## config.mk

```make
export PLATFORM = sky130hd
export DESIGN_NAME = digit_scan
export DESIGN_NICKNAME = d
export VERILOG_FILES = /design/src/rtl/digit_scan.sv
export SDC_FILE = /design/constraint.sdc
export NUM_CORES = 1
export LEC_CHECK = 0
export BUFFER_PORTS_ARGS = -buffer_cell sky130_fd_sc_hd__buf_4
export CAP_MARGIN = 20
export CORE_ASPECT_RATIO = 0.9
export CORE_MARGIN = 5
export CORE_UTILIZATION = 60
export CTS_BUF_LIST = sky130_fd_sc_hd__clkbuf_8
export DETAILED_ROUTE_END_ITERATION = 10
export PLACE_DENSITY = 0.82
export SLEW_MARGIN = 20
export SYNTH_ARGS = -nofsm -noshare
export SYNTH_HDL_FRONTEND = slang
export SYNTH_SLANG_ARGS = --single-unit
```

## constraint.sdc

```tcl
create_clock -name clk -period 4.14 [get_ports clk]
set_input_delay 0.414 -clock clk [delete_from_list [all_inputs] [get_ports clk]]
set_output_delay 0.414 -clock clk [all_outputs]
set_load 0.01 [all_outputs]
```

## src/rtl/digit_scan.sv

```systemverilog
// digit_scan: time-multiplexed scanner for a four-digit hex display.
// A prescaler divides clk into digit slots; the slot index walks 0..3.
// Newly loaded values wait in a shadow register and are transferred to the
// display register only at the frame boundary (index 3 -> 0), so a frame never
// shows digits from two different values. All outputs are flops fed from
// next-state values, so a new slot appears the cycle after its tick and no
// input reaches an output without passing a register.
module digit_scan #(
   parameter int unsigned DIV = 50000
) (
   input  logic        clk,
   input  logic        rst,
   input  logic        load,
   input  logic [15:0] value,
   input  logic        blank_lz,
   output logic [3:0]  nibble,
   output logic [3:0]  digit_en,
   output logic        blank,
   output logic        pending
);

   localparam logic [19:0] CNT_LAST = 20'(DIV - 1);

   logic [19:0] cnt_r, cnt_s;
   logic [1:0]  idx_r, idx_s;
   logic [15:0] disp_r, disp_s;
   logic [15:0] shadow_r, shadow_s;
   logic        pending_r, pending_s;
   logic [3:0]  nibble_r, nibble_s;
   logic [3:0]  digit_en_r, digit_en_s;
   logic        blank_r, blank_s;
   logic        tick_s;
   logic        frame_s;

   // Leading-zero test: slot i is blank when enabled and digits i..3 are all zero.
   // Slot 0 always shows its digit so a zero value still displays "0".
   function automatic logic lz_blank(input logic [15:0] d,
                                     input logic [1:0]  i,
                                     input logic        en);
      logic zero;
      case (i)
         2'd1:    zero = (d[15:4]  == 12'd0);
         2'd2:    zero = (d[15:8]  == 8'd0);
         2'd3:    zero = (d[15:12] == 4'd0);
         default: zero = 1'b0;
      endcase
      return en && zero;
   endfunction

   // Select the hex digit of a display word for a given slot.
   function automatic logic [3:0] digit_of(input logic [15:0] d,
                                           input logic [1:0]  i);
      logic [3:0] n;
      case (i)
         2'd0:    n = d[3:0];
         2'd1:    n = d[7:4];
         2'd2:    n = d[11:8];
         2'd3:    n = d[15:12];
         default: n = 4'd0;
      endcase
      return n;
   endfunction

   // Next-state for prescaler, slot index, shadow/display transfer and outputs.
   always_comb begin
      cnt_s      = cnt_r;
      idx_s      = idx_r;
      disp_s     = disp_r;
      shadow_s   = shadow_r;
      pending_s  = pending_r;
      nibble_s   = nibble_r;
      digit_en_s = digit_en_r;
      blank_s    = blank_r;

      tick_s  = (cnt_r == CNT_LAST);
      frame_s = tick_s && (idx_r == 2'd3);

      if (tick_s) begin
         cnt_s = 20'd0;
         idx_s = idx_r + 2'd1;
      end else begin
         cnt_s = cnt_r + 20'd1;
      end

      if (frame_s) begin
         if (load) begin
            // A load on the boundary goes straight to the display: newest wins.
            shadow_s  = value;
            disp_s    = value;
            pending_s = 1'b0;
         end else if (pending_r) begin
            disp_s    = shadow_r;
            pending_s = 1'b0;
         end else begin
            pending_s = pending_r;
         end
      end else if (load) begin
         shadow_s  = value;
         pending_s = 1'b1;
      end else begin
         pending_s = pending_r;
      end

      nibble_s = digit_of(disp_s, idx_s);
      case (idx_s)
         2'd0:    digit_en_s = 4'b0001;
         2'd1:    digit_en_s = 4'b0010;
         2'd2:    digit_en_s = 4'b0100;
         2'd3:    digit_en_s = 4'b1000;
         default: digit_en_s = 4'b0001;
      endcase
      blank_s = lz_blank(disp_s, idx_s, blank_lz);
   end

   // State and output registers with synchronous reset overriding any load.
   always_ff @(posedge clk) begin
      if (rst) begin
         cnt_r      <= 20'd0;
         idx_r      <= 2'd0;
         disp_r     <= 16'd0;
         shadow_r   <= 16'd0;
         pending_r  <= 1'b0;
         nibble_r   <= 4'd0;
         digit_en_r <= 4'b0001;
         blank_r    <= 1'b0;
      end else begin
         cnt_r      <= cnt_s;
         idx_r      <= idx_s;
         disp_r     <= disp_s;
         shadow_r   <= shadow_s;
         pending_r  <= pending_s;
         nibble_r   <= nibble_s;
         digit_en_r <= digit_en_s;
         blank_r    <= blank_s;
      end
   end

   assign nibble   = nibble_r;
   assign digit_en = digit_en_r;
   assign blank    = blank_r;
   assign pending  = pending_r;

endmodule
```

==> flow_metrics.tcl, run 1 <==
set metrics [dict create \
    status "completed" \
    cap_violations 0 \
    multi_input_area_um2 1410 \
    track_usage_pct 20.9 \
    die_y_um 74.6 \
    ys_seq_elements 64 \
    numCtsBuffers 9 \
    slew_viol_final 0 \
    die-area_um2 6100 \
    gp_congestion 0.800 \
    grt_pass1_vias 2077 \
    cp_num_buf_inv 0 \
    portBuffers 29 \
    timing_worst_setup_path_type "reg2reg" \
    finalHoldViolCount 0 \
    critical_path_peak_fanout 19 \
    fin_crit_sh_pct 63.2 \
    cts_resized 0 \
    io_pins 30 \
    critPathRequiredTime_ns 4.41 \
    final_common_cell "dfxtp_1" \
    worst-path-stages 9 \
    preCtsSetupSlack_ns 1.56 \
    start_util_pct 62.4 \
    clk_latency_ns 0.34 \
    highest_layer "met4" \
    avgSynthCellArea_um2 9.21 \
    worst_setup_path_end_kind "flop" \
    rows 23 \
    clock-root-buffer "clkbuf_8" \
    grt_max_degree 41 \
    critPathTopFamily "simple AND/OR/NAND/NOR gates" \
    setup_tns_ns 0 \
    rsz0062_at_grt "false" \
    hold_ws_ns 0.327 \
    placed_area_um2 3000 \
    first_pass_iters 5 \
    fin_skew_ns 0.0114 \
    fin_area_um2 3150 \
    ir_drop_v 0.000277 \
    fillers 357 \
    hp-class "in2reg" \
    core_um2 4460 \
    drc_errors 0 \
    pwr_density_cell_nw_per_um2 357 \
    antenna_found_initial 0 \
    seq_area_um2 1280 \
    cts.sinks 64 \
    syn2layout_area_growth_pct 13.4 \
    nets 350 \
    grt_pass1_wl_um 9630 \
    crit_arrival_ns 2.89 \
    startpoint_type "flop" \
    drive_above_1_share_pct 16.3 \
    syn_inst 302 \
    fmax_mhz 382 \
    critPathLaunch "cnt_r[0]" \
    avgViaCountPerCell 5.80 \
    cts.path.max_buffers 2 \
    cts_tree "built" \
    vias 2286 \
    wl_met1_um 2720 \
    setup_viol 0 \
    r2r_slack_ns 1.52 \
    antenna_left 0 \
    fp.dieW_um 81.8 \
    syn-num-nets 324 \
    worst_slack_ns 1.52 \
    reg2regPathDepth 9 \
    min_period_ns 2.62 \
    slowest_stage "or4b_1" \
    ys.flop_type "dfxtp_1" \
    cp_cell_sequence "ha_1, and3_1, nand3_2, nor2_8, a32oi_1, nand3_1, nor4_1, or4b_1, a21oi_1" \
    grt-ovfl-total 0 \
    max_stage_delay_ns 0.46 \
    r2r_start "cnt_r[0]" \
    crit_end "blank" \
    wl_per_cell_um 14.9 \
    syn-cell-area_um2 2780 \
    wl_met2_um 2620 \
    timing.rr.end "blank" \
    diodes 0 \
    ctsHoldBuffers 0 \
    worst_pin_slew_ns 0.685 \
    hpwl_um 4070 \
    slew_headroom_pct 54.0 \
    cts.reportedPaths.clkPinSlew_ns 0.07 \
    met3_length_um 450 \
    h-tree-depth 3 \
    synth_warnings 0 \
    drtIter0Drc 206 \
    routed_wl_um 5860 \
    cts_setup_buffers 0 \
    final_cell_mix "64 x dfxtp_1, 46 x nor2_1, 29 x buf_4" \
    finalPower_mw 1.13 \
    ys_async_sr_fraction_pct 0 \
    yosys.cell_types.count 48 \
    cellLeakagePower_nw 1.27 \
    synth_edf_count 0 \
    seq_area_frac_synth_pct 46.1 \
]
through the flow:
stage,utilization [%],instances
2_1_floorplan,-,302
3_3_place_gp,67.2,379
6_report,70.7,394
5_1_grt,70.7,394
3_5_place_dp,67.2,379
4_1_cts,70.7,394
synth_stat cells (2+ instances only):
library cell / number / share of area, %
dfxtp_1: 64 / 46
nor2_1: 46 / 6.2
nand2_1: 20 / 2.7
a21oi_1: 17 / 3.1
mux2i_1: 15 / 5.4
o21ai_0: 15 / 2.7
nand3_1: 14 / 2.5
clkbuf_1: 8 / 1.1
xnor2_1: 8 / 2.5
xor2_1: 7 / 2.2
a31oi_1: 6 / 1.3
a32oi_1: 6 / 1.9
nor2b_1: 6 / 1.3
and3_1: 5 / 1.1
nor3_1: 5 / 0.90
and2_1: 4 / 0.90
inv_1: 4 / 0.54
nand2b_1: 4 / 0.90
o21ai_1: 4 / 0.72
or3_1: 4 / 0.90
buf_1: 3 / 0.40
nand4_1: 3 / 0.67
nor4_1: 3 / 0.67
o22ai_1: 3 / 0.67
a32o_1: 2 / 0.72
ha_1: 2 / 0.90
nor4b_4: 2 / 1.7
o31ai_1: 2 / 0.54
worst min-delay path by stage:
| stage | startpoint | end | slack [ns] | cells past startpoint |
|---|---|---|---|---|
| after floorplan | cnt_r[0] | cnt_r[0] | 0.42 | 1 |
| after global placement | cnt_r[0] | cnt_r[0] | 0.43 | 1 |
| after detailed placement | cnt_r[0] | cnt_r[0] | 0.44 | 1 |
| after CTS | value[9] | shadow_r[9] | 0.31 | 3 |
| after global routing | blank_lz | blank | 0.33 | 3 |
| final | value[8] | shadow_r[8] | 0.33 | 3 |
kinds of logic after synthesis:
| group | synth area share [%] |
|---|---|
| AO/OA/AOI/OAI | 14.2 |
| multiplexers | 5.80 |
| adder cells (fa/ha/maj) | 0.900 |
| buffers and inverters | 3.33 |
| flip-flops | 46.1 |
| XOR/XNOR | 5.31 |
| AND/OR/NAND/NOR | 24.4 |
cell type report:
class | count | share of cell area [%]
Sequential cell | 64 | 40.6
Clock inverter | 6 | 0.952
Multi-Input combinational cell | 220 | 44.6
Clock buffer | 9 | 3.93
Timing Repair Buffer | 29 | 6.90
Tap cell | 62 | 2.46
Inverter | 4 | 0.476
registers in the layout, indices dropped and copies added (netlist names):
register and count:
nibble 4, cnt_r 20, shadow_r 16, blank 1
pending 1, digit_en 4, idx_r 2, disp_r 16
worst register-to-register path, delay by kind of cell, from the launching register on:
kind            cells  cell delay [ns]
fa+ha+maj           1             0.23
flops               1             0.32
compound gates      2             0.44
simple gates        6             1.56
power breakdown:
part	leakage [nW]	internal (mW)	switching, mW
clock network	0.0872	0.206	0.226
logic	0.662	0.0268	0.0329
registers	0.520	0.628	0.00724
total	1.27	0.861	0.266
metal layers:
layer / vias to the layer above / global-route usage (%)
met4: 0 / 7.20
met2: 103 / 31.3
met1: 1058 / 27.6
met3: 8 / 7.99
met5: - / 0
li1: 1117 / -
Note: power is estimated with default switching activity, not from simulation.
==> inputs of run 2 (changes only) <==
--- a/config.mk
+++ b/config.mk
@@ -9,10 +9,10 @@
 export CAP_MARGIN = 20
 export CORE_ASPECT_RATIO = 0.9
 export CORE_MARGIN = 5
-export CORE_UTILIZATION = 60
+export CORE_UTILIZATION = 54
 export CTS_BUF_LIST = sky130_fd_sc_hd__clkbuf_8
 export DETAILED_ROUTE_END_ITERATION = 10
-export PLACE_DENSITY = 0.82
+export PLACE_DENSITY = 0.78
 export SLEW_MARGIN = 20
 export SYNTH_ARGS = -nofsm -noshare
 export SYNTH_HDL_FRONTEND = slang
==> constraint.sdc (replaced) <==
create_clock -name clk -period 2.3 [get_ports clk]
set_input_delay 0.23 -clock clk [delete_from_list [all_inputs] [get_ports clk]]
set_output_delay 0.23 -clock clk [all_outputs]
set_load 0.01 [all_outputs]
==> flow_metrics.tcl, run 2 (synthesized netlist as in run 1, its figures left out) <==
set metrics [dict create \
    ir_drop_v 0.000493 \
    drive_above_1_share_pct 41.4 \
    io_pins 30 \
    antenna_found_initial 0 \
    slew_viol_final 0 \
    power_frac_comb_pct 5.5 \
    setup_viol 8 \
    largestRegisters "cnt_r (20), disp_r (16), shadow_r (16)" \
    rows 24 \
    violations "negative setup slack" \
    pwr_density_cell_nw_per_um2 579 \
    critPathRequiredTime_ns 2.59 \
    gp_congestion 0.826 \
    preCtsSetupSlack_ns -0.106 \
    clock-root-buffer "clkbuf_8" \
    timing_worst_setup_path_type "reg2reg" \
    status "finished with violations" \
    hp-class "in2reg" \
    drtIter0Drc 387 \
    min_period_ns 2.56 \
    fmax_mhz 390 \
    cts.sinks 64 \
    nets 420 \
    vias 2905 \
    cts.path.max_buffers 2 \
    cap_violations 0 \
    switching_share_pct 22.7 \
    p_int_mw 1.81 \
    grt_pass1_vias 2567 \
    cts_tree "built" \
    h-tree-depth 3 \
    worst_pin_slew_ns 0.899 \
    wl_met2_um 4660 \
    diodes 0 \
    rsz0062_at_grt "true" \
    grt_max_degree 41 \
    highest_layer "met4" \
    antenna_left 0 \
    wl_met1_um 3680 \
    fin_area_um2 4050 \
    first_pass_iters 6 \
    crit_arrival_ns 2.85 \
    routed_wl_um 9940 \
    worst_slack_ns -0.261 \
    slew_headroom_pct 40.0 \
    finalHoldViolCount 0 \
    wl_per_cell_um 21.2 \
    worst_setup_path_end_kind "flop" \
    core_um2 4920 \
    drc_errors 0 \
    die-area_um2 6690 \
    grt_pass1_wl_um 12100 \
    share_seq_of_total_power_pct 48.9 \
    syn2layout_area_growth_pct 45.7 \
    final_cell_mix "87 x buf_4, 56 x dfxtp_1, 43 x nor2_1" \
    placed_area_um2 3280 \
    fp.dieW_um 85.7 \
    ctsHoldBuffers 0 \
    critical_path_peak_fanout 5 \
    portBuffers 29 \
    cellLeakagePower_nw 1.75 \
    clkPwrFrac_pct 45.6 \
    switchingPower_mw 0.532 \
    hpwl_um 4480 \
    track_usage_pct 23.2 \
    grt-ovfl-total 0 \
    fin_crit_sh_pct 111 \
    clk_latency_ns 0.35 \
    largest_register_ffs 20 \
    met3_length_um 961 \
    final_common_cell "buf_4" \
    die_y_um 78.1 \
    cts.reportedPaths.clkPinSlew_ns 0.07 \
    numCtsBuffers 9 \
    fin_skew_ns 0.00746 \
    largest-register "cnt_r" \
    startpoint_type "flop" \
    start_util_pct 56.5 \
    avgViaCountPerCell 6.21 \
]
[run 2: changes by cell type in the layout (fill, tap and decap cells not counted), sizes merged]
| cell | before | now |
|---|---|---|
| bufinv | 0 | 2 |
| nor2 | 48 | 49 |
| mux2 | 1 | 2 |
| clkinvlp | 1 | 0 |
| clkinv | 3 | 1 |
| inv | 6 | 7 |
| buf | 29 | 96 |
| nand4 | 4 | 5 |
| clkbuf | 9 | 10 |
[run 2: stage by stage]
| stage | setup TNS (ns) | total power, mW | hold WS, ns | cells | utilization (%) |
|---|---|---|---|---|---|
| after floorplan | 0 | 1.23 | 0.358 | 302 | - |
| after detailed placement | -0.106 | 1.28 | 0.472 | 417 | 66.6 |
| final | -1.01 | 2.35 | 0.138 | 468 | 82.3 |
| after CTS | 0 | 2.31 | 0.127 | 447 | 74.6 |
| after global routing | -1.47 | 2.41 | 0.148 | 468 | 82.3 |
| after global placement | 0 | 1.28 | 0.459 | 417 | 66.6 |
[run 2: power by group through the flow]
stage / clock, mW / sequential, mW / combinational, mW
2_1_floorplan: 0 / 1.16 / 0.0652
3_3_place_gp: 0 / 1.17 / 0.112
3_5_place_dp: 0 / 1.17 / 0.116
4_1_cts: 1.05 / 1.14 / 0.118
5_1_grt: 1.12 / 1.15 / 0.141
6_report: 1.07 / 1.15 / 0.130
[run 2: final timing paths]
| path | endpoint | slack, ns | depth (start not counted) | startpoint |
|---|---|---|---|---|
| max | blank | -0.26 | 10 | cnt_r[15] |
| min | shadow_r[9] | 0.14 | 3 | value[9] |
| max reg2reg | blank | -0.26 | 10 | cnt_r[15] |
| min reg2reg | disp_r[0] | 0.48 | 2 | disp_r[0] |
[run 2: per-layer routing]
metal  track usage, %  vias up
met1             27.8     1369
met4             10.6        0
met2             38.2      203
li1                 -     1267
met3             7.23       66
met5                0        -
[run 2: what timing repair did]
item                                    4_1_cts  5_1_grt
pin swaps                                     9       20
cloned                                        2        1
endpoints found under the hold margin         0        0
endpoints found under the setup margin        1        4
buffers inserted                             12       20
gates resized for setup                      15       50
[run 2: critical path, cell delays in order (launching register included)]
cell	delay (ns)
dfxtp_1	0.34
nor4b_4	0.15
buf_4	0.16
nand4_2	0.15
buf_4	0.15
nor2_4	0.06
a32oi_2	0.35
nand3_4	0.16
nor4_4	0.33
or4b_4	0.50
a21oi_2	0.15
[run 2: layout make-up]
| class | instances | area [um^2] |
|---|---|---|
| inverter | 4 | 15.0 |
| sequential | 64 | 1290 |
| clock inverter | 6 | 76.3 |
| tap | 65 | 81.3 |
| timing repair buffer | 96 | 779 |
| multi-input combinational | 223 | 1670 |
| fill | 259 | 871 |
| clock buffer | 10 | 138 |
